## config.mk

```make
export PLATFORM = sky130hd
export DESIGN_NAME = knn_vote
export DESIGN_NICKNAME = d
export VERILOG_FILES = /design/src/rtl/knn_vote.sv
export SDC_FILE = /design/constraint.sdc
export NUM_CORES = 1
export LEC_CHECK = 0
export ABC_AREA = 1
export ABC_CLOCK_PERIOD_IN_PS = 8550
export CORE_AREA = 2 2 488 490
export CTS_CLUSTER_DIAMETER = 50
export DETAILED_ROUTE_END_ITERATION = 7
export DIE_AREA = 0 0 490 492
export PLACE_DENSITY = 0.3
export SYNTH_ARGS = -nofsm -noshare
export SYNTH_HDL_FRONTEND = slang
export SYNTH_SLANG_ARGS = --single-unit
```

## constraint.sdc

```tcl
create_clock -name clk -period 8.55 [get_ports clk]
set_input_delay 1.2825 -clock clk [delete_from_list [all_inputs] [get_ports clk]]
set_output_delay 1.2825 -clock clk [all_outputs]
set_load 0.005 [all_outputs]
```

## src/rtl/knn_vote.sv

```systemverilog
// rtl/knn_vote.sv - sequential K-nearest-neighbour majority vote over sorted class types
module knn_vote #(
    parameter int L      = 6,
    parameter int W      = 16,
    parameter int TYPE_W = 3,
    parameter int K      = 5
) (
    input  logic                        clk,
    input  logic                        rst,
    input  logic                        valid_sort,
    input  logic [W*(1<<L)-1:0]         distance_array_sorted,
    input  logic [TYPE_W*(1<<L)-1:0]    type_array_sorted,
    output logic [TYPE_W-1:0]           class_out,
    output logic [$clog2(K+1)-1:0]      vote_count,
    output logic [W-1:0]                nearest_distance,
    output logic                        class_valid,
    output logic                        busy
);

    localparam int NT = 1 << TYPE_W;
    localparam int CW = $clog2(K + 1);
    localparam int IW = (K > 1) ? $clog2(K) : 1;
    // Local entry storage is rounded up to a power of two so every IW-bit index is in range.
    localparam int KE = 1 << IW;

    localparam logic [IW-1:0]     LAST_I = IW'(K - 1);
    localparam logic [TYPE_W-1:0] LAST_T = '1;

    typedef enum logic [1:0] {
        IDLE   = 2'd0,
        COUNT  = 2'd1,
        DECIDE = 2'd2
    } state_t;

    state_t state;
    state_t next_state;

    logic [TYPE_W-1:0] type_r    [KE];
    logic [W-1:0]      dist_r    [KE];
    logic [CW-1:0]     cnt       [NT];
    logic [IW-1:0]     first_idx [NT];
    logic [NT-1:0]     first_ok;

    logic [IW-1:0]     i;
    logic [TYPE_W-1:0] t;

    logic [CW-1:0]     best_cnt;
    logic [IW-1:0]     best_first;
    logic [TYPE_W-1:0] best_class;

    logic              take;
    logic [CW-1:0]     cand_cnt;
    logic [IW-1:0]     cand_first;
    logic [TYPE_W-1:0] cand_class;
    logic [TYPE_W-1:0] cur_type;

    // Entries at index K and above never take part in the vote.
    logic unused_inputs;
    assign unused_inputs = ^{distance_array_sorted, type_array_sorted};

    assign busy     = (state != IDLE);
    assign cur_type = type_r[i];

    // State register.
    always_ff @(posedge clk or posedge rst) begin
        if (rst) begin
            state <= IDLE;
        end else begin
            state <= next_state;
        end
    end

    // Next-state logic: accept in IDLE, walk K entries, then scan all NT classes.
    always_comb begin
        next_state = state;
        case (state)
            IDLE: begin
                if (valid_sort) begin
                    next_state = COUNT;
                end
            end
            COUNT: begin
                if (i == LAST_I) begin
                    next_state = DECIDE;
                end
            end
            DECIDE: begin
                if (t == LAST_T) begin
                    next_state = IDLE;
                end
            end
            default: next_state = IDLE;
        endcase
    end

    // Candidate comparison for class t: more votes wins; on a tie the class seen earliest
    // in the sorted list (the one owning the nearer neighbour) wins.
    always_comb begin
        take = 1'b0;
        if (cnt[t] > best_cnt) begin
            take = 1'b1;
        end else if ((cnt[t] == best_cnt) && (cnt[t] != '0) && (first_idx[t] < best_first)) begin
            take = 1'b1;
        end
        cand_cnt   = take ? cnt[t]       : best_cnt;
        cand_first = take ? first_idx[t] : best_first;
        cand_class = take ? t            : best_class;
    end

    // Datapath: latch the K nearest entries, tally votes, track best class, publish result.
    always_ff @(posedge clk or posedge rst) begin
        if (rst) begin
            for (int j = 0; j < KE; j++) begin
                type_r[j] <= '0;
                dist_r[j] <= '0;
            end
            for (int c = 0; c < NT; c++) begin
                cnt[c]       <= '0;
                first_idx[c] <= '0;
            end
            first_ok         <= '0;
            i                <= '0;
            t                <= '0;
            best_cnt         <= '0;
            best_first       <= '0;
            best_class       <= '0;
            class_out        <= '0;
            vote_count       <= '0;
            nearest_distance <= '0;
            class_valid      <= 1'b0;
        end else begin
            class_valid <= 1'b0;
            case (state)
                IDLE: begin
                    if (valid_sort) begin
                        for (int j = 0; j < KE; j++) begin
                            if (j < K) begin
                                type_r[j] <= type_array_sorted[TYPE_W*j +: TYPE_W];
                                dist_r[j] <= distance_array_sorted[W*j +: W];
                            end else begin
                                type_r[j] <= '0;
                                dist_r[j] <= '0;
                            end
                        end
                        for (int c = 0; c < NT; c++) begin
                            cnt[c]       <= '0;
                            first_idx[c] <= '0;
                        end
                        first_ok   <= '0;
                        i          <= '0;
                        t          <= '0;
                        best_cnt   <= '0;
                        best_first <= '0;
                        best_class <= '0;
                    end
                end
                COUNT: begin
                    cnt[cur_type] <= cnt[cur_type] + CW'(1);
                    if (!first_ok[cur_type]) begin
                        first_idx[cur_type] <= i;
                        first_ok[cur_type]  <= 1'b1;
                    end
                    if (i == LAST_I) begin
                        t          <= '0;
                        best_cnt   <= '0;
                        best_first <= '0;
                        best_class <= '0;
                    end else begin
                        i <= i + IW'(1);
                    end
                end
                DECIDE: begin
                    best_cnt   <= cand_cnt;
                    best_first <= cand_first;
                    best_class <= cand_class;
                    t          <= t + TYPE_W'(1);
                    if (t == LAST_T) begin
                        class_out        <= cand_class;
                        vote_count       <= cand_cnt;
                        nearest_distance <= dist_r[cand_first];
                        class_valid      <= 1'b1;
                    end
                end
                default: ;
            endcase
        end
    end

endmodule
```

==> flow_metrics.py, run 1 <==
metrics = {
    "run_status": {
        "outcome": "complete, no violations",
    },
    "sta": {
        "slew_headroom_pct": 33.16,
        "hold_viol": 0,
        "period_share_pct": 55.04,
        "setup_viol": 0,
        "slew_viol_final": 0,
        "rsz0062_at_grt": "no",
        "fin_worst_skew_ns": 0.01202,
        "fin_crit_ns": 4.706,
        "worst_slew_pin_slew_ns": 1.003,
        "max_freq_ghz": 0.2125,
        "fin_tns_setup_ns": 0,
    },
    "floorplan": {
        "pin_count": 1243,
        "row_count": 179,
        "core-area_um2": 236300,
        "die_h_um": 492,
        "dieWidth_um": 490,
        "start_util_pct": 4.128,
        "dieArea_um2": 241100,
    },
    "yosys": {
        "synth_area_leader_cell": "dfrtp_1",
        "syn_area_um2": 9753,
        "synth_cell_types": 35,
        "yosys.area_share.simple_pct": 28.70,
        "synth_top_family_by_area": "simple AND/OR/NAND/NOR gates",
        "synth_edf_count": 0,
        "synth_compound_area_share_pct": 10.60,
        "muxShareOfSynthArea_pct": 0,
        "netlist_top_cells_count": "nand2_1 (397), dfrtp_1 (191), inv_1 (154)",
        "async_flop_share_pct": 100.0,
        "ys_seq_area_share_pct": 49.01,
        "synth_seq_cells": 191,
        "synth-xor-area-share_pct": 0.1668,
        "synth_area_leaders": "dfrtp_1 (49%), nand2_1 (15%), nand3_1 (7.5%)",
        "synth-main-ff-cell": "dfrtp_1",
        "syn_inst": 1268,
        "synthMostInstantiatedCell": "nand2_1",
        "syn_nets": 2497,
        "syn_avg_cell_area_um2": 7.692,
        "yosys.area_share.adder_pct": 1.283,
        "yosys_warnings": 0,
        "synth_top_area_share_pct": 49.01,
    },
    "cts": {
        "cts_buffers": 17,
        "cts_tree": "yes",
        "clock-sinks": 191,
        "cts_resized": 0,
        "cts.path.max_buffers": 2,
        "insertion_delay_ns": 0.47,
        "root_buffer": "clkbuf_16",
        "post_cts_buffers": 0,
        "clk_pin_slew_worst_paths_ns": 0.08,
        "htree_levels": 4,
        "ctsHoldBuffers": 0,
    },
    "worst_setup_path": {
        "rr_startpoint": "t[1]",
        "cp_slowest_stage_delay_ns": 0.79,
        "path_max_fanout": 49,
        "crit_buf_inv": 3,
        "startpoint_type": "register",
        "crit_start": "t[1]",
        "cp.required_ns": 8.94,
        "crit_type": "reg2reg",
        "crit_slowest_cell": "dfrtp_1",
        "crit_path_cell_trace": "inv_2 -> nand3_1 -> nand3_1 -> nand2_1 -> inv_1 -> ha_1 -> nand3_1 -> a211oi_1 -> nand3_4 -> nand3_2 -> buf_4 -> nand2_2 -> nand2_1 -> nand3_1 -> nand2_1 -> nand2_1 -> a21oi_1",
        "critPathTopFamily": "simple AND/OR/NAND/NOR gates",
        "worstPathArrival_ns": 5.10,
        "worstSetupEndpointType": "register",
    },
    "grt": {
        "first_global_vias": 8480,
        "grt.busiest_layer": "met2",
        "grt_max_degree": 108,
        "track_usage_pct": 3.759,
        "grt_overflow_total": 0,
        "grt_antenna_before_repair": 5,
        "grt_pass1_wl_um": 64990,
        "use_met3_pct": 0.6302,
        "grtUsageMet1_pct": 5.085,
        "grt_use_met2_pct": 5.880,
    },
    "cells_and_area": {
        "layout-drive-gt1-share_pct": 7.321,
        "fill_cells": 27830,
        "layout.nets": 2582,
        "final_cell_count_no_fill": 4536,
        "areaGrowthSynthToFinish_pct": 56.56,
    },
    "placement": {
        "io_buffers": 121,
        "finalWeightedCongestion": 0.7193,
        "numPlacedInstances": 4501,
        "dp_hpwl_um": 32970,
    },
    "drt": {
        "route.detailed.drc": 0,
        "antenna_left": 0,
        "drtIter0Drc": 468,
        "post_drt_wl_per_cell_um": 9.985,
        "firstDrtPassIters": 4,
        "vias_per_cell": 1.863,
        "vias": 8449,
        "wirelength_um": 45290,
    },
    "power_and_ir_drop": {
        "leakage_nw": 5.876,
        "p_per_area_nw_per_um2": 352.8,
        "peakVddDrop_v": 0.0001925,
    },
    "hold_path": {
        "worstHoldStart": "first_idx[20]",
        "hp-class": "reg2reg",
    },
    "flow_run": {
        "max_cap_violations": 0,
    },
}
[layout make-up]
cell class                 instances  area (um2)  area share (%)
antenna                            3       7.507         0.04916
clock buffer                      17       425.4           2.786
clock inverter                    15       195.2           1.278
inverter                         163       629.4           4.122
multi-input combinational        849        3984           26.09
sequential                       191        4780           31.30
tap                             3167        3963           25.95
timing repair buffer             131        1286           8.423
[flip-flops by register name (all words and copies together), names as in the netlist]
signal,count
dist_r,80
cnt,24
first_idx,24
nearest_distance,16
type_r,15
first_ok,8
best_class,3
best_cnt,3
best_first,3
class_out,3
i,3
t,3
vote_count,3
state,2
class_valid,1
[kinds of logic (layout without fill, tap and decap cells)]
logic type,after synthesis,in the layout
buf+inv,228,326
other cells,0,3
fa+ha+maj,10,10
flops,191,191
simple gates,645,645
xor+xnor,1,1
compound gates,193,193
[per-stage QoR]
step           power (mW)  area (um2)  utilization (%)  hold slack, ns  worst slack, ns
6_report            5.387       15270            6.462          0.4698            3.844
5_1_grt             5.920       15270            6.462          0.5007            3.444
4_1_cts             5.525       15260            6.459          0.4732            3.709
3_5_place_dp        4.608       14640            6.197          0.4543            3.763
3_3_place_gp        4.631       14640            6.197          0.4594            3.688
2_1_floorplan       3.439        9753                -          0.4366            2.069
[layer usage]
layer,share of wire (%),vias to the layer above
met5,0,-
met4,2.0,0
met3,3.3,25
met2,46,126
met1,48,4106
li1,-,4192
[cell usage in the layout, fill, tap and decap left out, types with 4 or more instances in the layout]
cell	n
bufinv_16	4
nor2_1	52
nand2_1	397
a21oi_1	38
ha_1	10
o21ai_0	117
dfrtp_1	191
o22ai_1	27
clkdlybuf4s50_1	121
inv_1	153
nand3_2	13
buf_4	10
inv_2	5
or2_2	16
clkbuf_16	17
nand3_1	147
clkinvlp_4	5
nand2_2	10
clkinv_2	4
[worst min-delay path, stage by stage (launching register included)]
cell and delay, ns:
dfrtp_1 0.35, nand2_1 0.05, nand2_1 0.04
[where the power goes]
part	leakage, nW	switching (mW)	internal [mW]
Clock	0.291	0.402	0.488
Sequential	2.42	0.180	1.27
Combinational	3.17	2.18	0.862
[path summary, 6_finish.rpt]
kind                            slack, ns  cells past startpoint                  end
worst max-delay path                 3.84                     17  nearest_distance[1]
worst min-delay path                 0.47                      2        first_idx[20]
worst max register to register       3.84                     17  nearest_distance[1]
worst min register to register       0.47                      2        first_idx[20]
max in group asynchronous            5.93                      3  nearest_distance[9]
min in group asynchronous            1.24                      2          dist_r[125]
No activity file was read; power rests on OpenSTA's default activity.
==> inputs of run 2 (changes only) <==
Settings changed: ABC_CLOCK_PERIOD_IN_PS 8550 to 4550.
Clock period 8.55 ns to 4.55 ns, I/O delays scaled along.
==> flow_metrics.py, run 2 (synthesis results as in run 1) <==
metrics = {
    "placement": {
        "io_buffers": 121,
        "placed_area_um2": 14820,
        "dp_hpwl_um": 34050,
        "finalWeightedCongestion": 0.7194,
    },
    "sta": {
        "fin_tns_setup_ns": 0,
        "slew_headroom_pct": 43.43,
        "fin_crit_ns": 3.642,
        "max_freq_ghz": 0.2745,
        "fin_worst_skew_ns": 0.02273,
        "hold_viol": 0,
        "period_share_pct": 80.05,
        "slew_viol_final": 0,
        "setup_viol": 0,
        "rsz0062_at_grt": "no",
        "worst_slew_pin_slew_ns": 0.8467,
    },
    "grt": {
        "grt.busiest_layer": "met2",
        "track_usage_pct": 3.752,
        "first_global_vias": 8849,
        "use_met3_pct": 0.4422,
        "grt_overflow_total": 0,
        "grt_pass1_wl_um": 65430,
        "grt_max_degree": 169,
        "grt_use_met2_pct": 6.079,
        "grtUsageMet1_pct": 5.103,
        "grt_antenna_before_repair": 8,
    },
    "power_and_ir_drop": {
        "peakVddDrop_v": 0.0004178,
        "seqPwrFrac_pct": 27.1,
        "pwr-share-comb_pct": 57.0,
        "p_per_area_nw_per_um2": 652.9,
        "leakage_nw": 5.976,
        "power.internal_mw": 4.943,
        "clock_power_share_pct": 16.0,
        "swShare_pct": 50.90,
        "power_switching_mw": 5.123,
        "finalPower_mw": 10.07,
    },
    "floorplan": {
        "start_util_pct": 4.128,
        "row_count": 179,
        "pin_count": 1243,
        "core-area_um2": 236300,
        "dieWidth_um": 490,
        "die_h_um": 492,
        "dieArea_um2": 241100,
    },
    "cts": {
        "clk_pin_slew_worst_paths_ns": 0.08,
        "htree_levels": 4,
        "post_cts_buffers": 0,
        "cts.path.max_buffers": 2,
        "ctsHoldBuffers": 0,
        "clock-sinks": 191,
        "cts_tree": "yes",
        "cts_resized": 0,
        "root_buffer": "clkbuf_16",
        "insertion_delay_ns": 0.46,
        "cts_buffers": 17,
    },
    "flow_run": {
        "max_cap_violations": 0,
    },
    "worst_setup_path": {
        "crit_slowest_cell": "dfrtp_1",
        "rr_startpoint": "t[1]",
        "cp_slowest_stage_delay_ns": 0.59,
        "worstSetupEndpointType": "register",
        "cp.depth": 16,
        "crit_type": "reg2reg",
        "r2r-end": "nearest_distance[1]",
        "cp_common_cell": "nand2_1",
        "cp.required_ns": 4.90,
        "worstPathArrival_ns": 3.99,
        "path_max_fanout": 17,
        "r2r_slack_ns": 0.91,
        "crit_buf_inv": 1,
        "worstSetupEndpoint": "nearest_distance[1]",
        "crit_path_cell_trace": "buf_4 -> o21ai_0 -> o22ai_1 -> nand2_1 -> nand2_1 -> ha_1 -> a211oi_1 -> nand3_4 -> nand2_8 -> nand2_4 -> nand2_2 -> nand2_1 -> nand3_1 -> nand2_1 -> nand2_1 -> a21oi_1",
        "startpoint_type": "register",
        "ff2ff_path_depth": 16,
        "critPathTopFamily": "simple AND/OR/NAND/NOR gates",
        "crit_start": "t[1]",
    },
    "cells_and_area": {
        "largest_reg_flops": 80,
        "reg_top3": "dist_r: 80 flops, cnt: 24 flops, first_idx: 24 flops",
        "fin_area_um2": 15420,
        "layout.nets": 2598,
        "layout-drive-gt1-share_pct": 8.321,
        "areaGrowthSynthToFinish_pct": 58.06,
        "top_register": "dist_r",
        "layout_common_cells": "nand2_1 (397), dfrtp_1 (191), inv_1 (153)",
        "mostFrequentLayoutCell": "nand2_1",
    },
    "drt": {
        "firstDrtPassIters": 4,
        "wirelength_um": 45200,
        "route.detailed.drc": 0,
        "post_drt_wl_per_cell_um": 9.935,
        "antenna_left": 0,
        "vias_per_cell": 1.860,
        "vias": 8462,
        "drtIter0Drc": 505,
    },
    "hold_path": {
        "hp-class": "reg2reg",
    },
    "run_status": {
        "outcome": "complete, no violations",
    },
}
## run 2: cell count changes in the layout (fill, tap and decap cells not counted)
cell,delta
inv_8,+3
buf_12,+5
bufinv_16,-3
clkinvlp_4,-4
clkinv_2,-4
diode_2,-2
inv_6,+5
clkbuf_1,+1
buf_4,+11
clkbuf_8,+2
## run 2: final cells by class
cell class / count / area (um2)
fill: 27790 / 220900
sequential: 191 / 4780
multi-input combinational: 849 / 3984
tap: 3167 / 3963
timing repair buffer: 147 / 1469
inverter: 163 / 625.6
clock buffer: 20 / 456.7
clock inverter: 12 / 136.4
antenna: 1 / 2.502
## run 2: tightest hold or removal path, cell delays in order, from the launching register on
cell     delay [ns]
dfrtp_1        0.35
nand2_1        0.05
nand2_1        0.05
## run 2: worst min path at each step
stage	cells past startpoint	startpoint	end
after floorplan	2	first_idx[16]	first_idx[16]
after global placement	2	dist_r[50]	dist_r[50]
after detailed placement	2	type_r[21]	type_r[21]
after CTS	2	first_idx[0]	first_idx[0]
after global routing	2	type_r[23]	type_r[23]
final	2	first_idx[0]	first_idx[0]
## run 2: power groups by stage
stage	combinational, mW	clock [mW]	sequential, mW
floorplan	3.81	0	2.65
global placement	5.98	0	2.78
detailed placement	5.93	0	2.78
CTS	5.95	1.68	2.75
global route	6.55	1.73	2.81
finish	5.73	1.61	2.72
## run 2: metrics by stage
step	setup WS [ns]	hold slack, ns	cells	utilization [%]
CTS	0.8310	0.4803	4549	6.523
floorplan	1.405	0.4366	1268	-
detailed placement	0.8541	0.4598	4517	6.272
finish	0.9076	0.4759	4550	6.524
global placement	0.8295	0.4614	4517	6.272
global route	0.6834	0.5015	4550	6.524
## run 2: per-layer routing
layer	wire [um]	part of all wire, %	up-vias
met1	22350	49	4101
li1	-	-	4233
met3	858	1.9	27
met2	21130	47	101
met5	0	0	-
met4	863	1.9	0
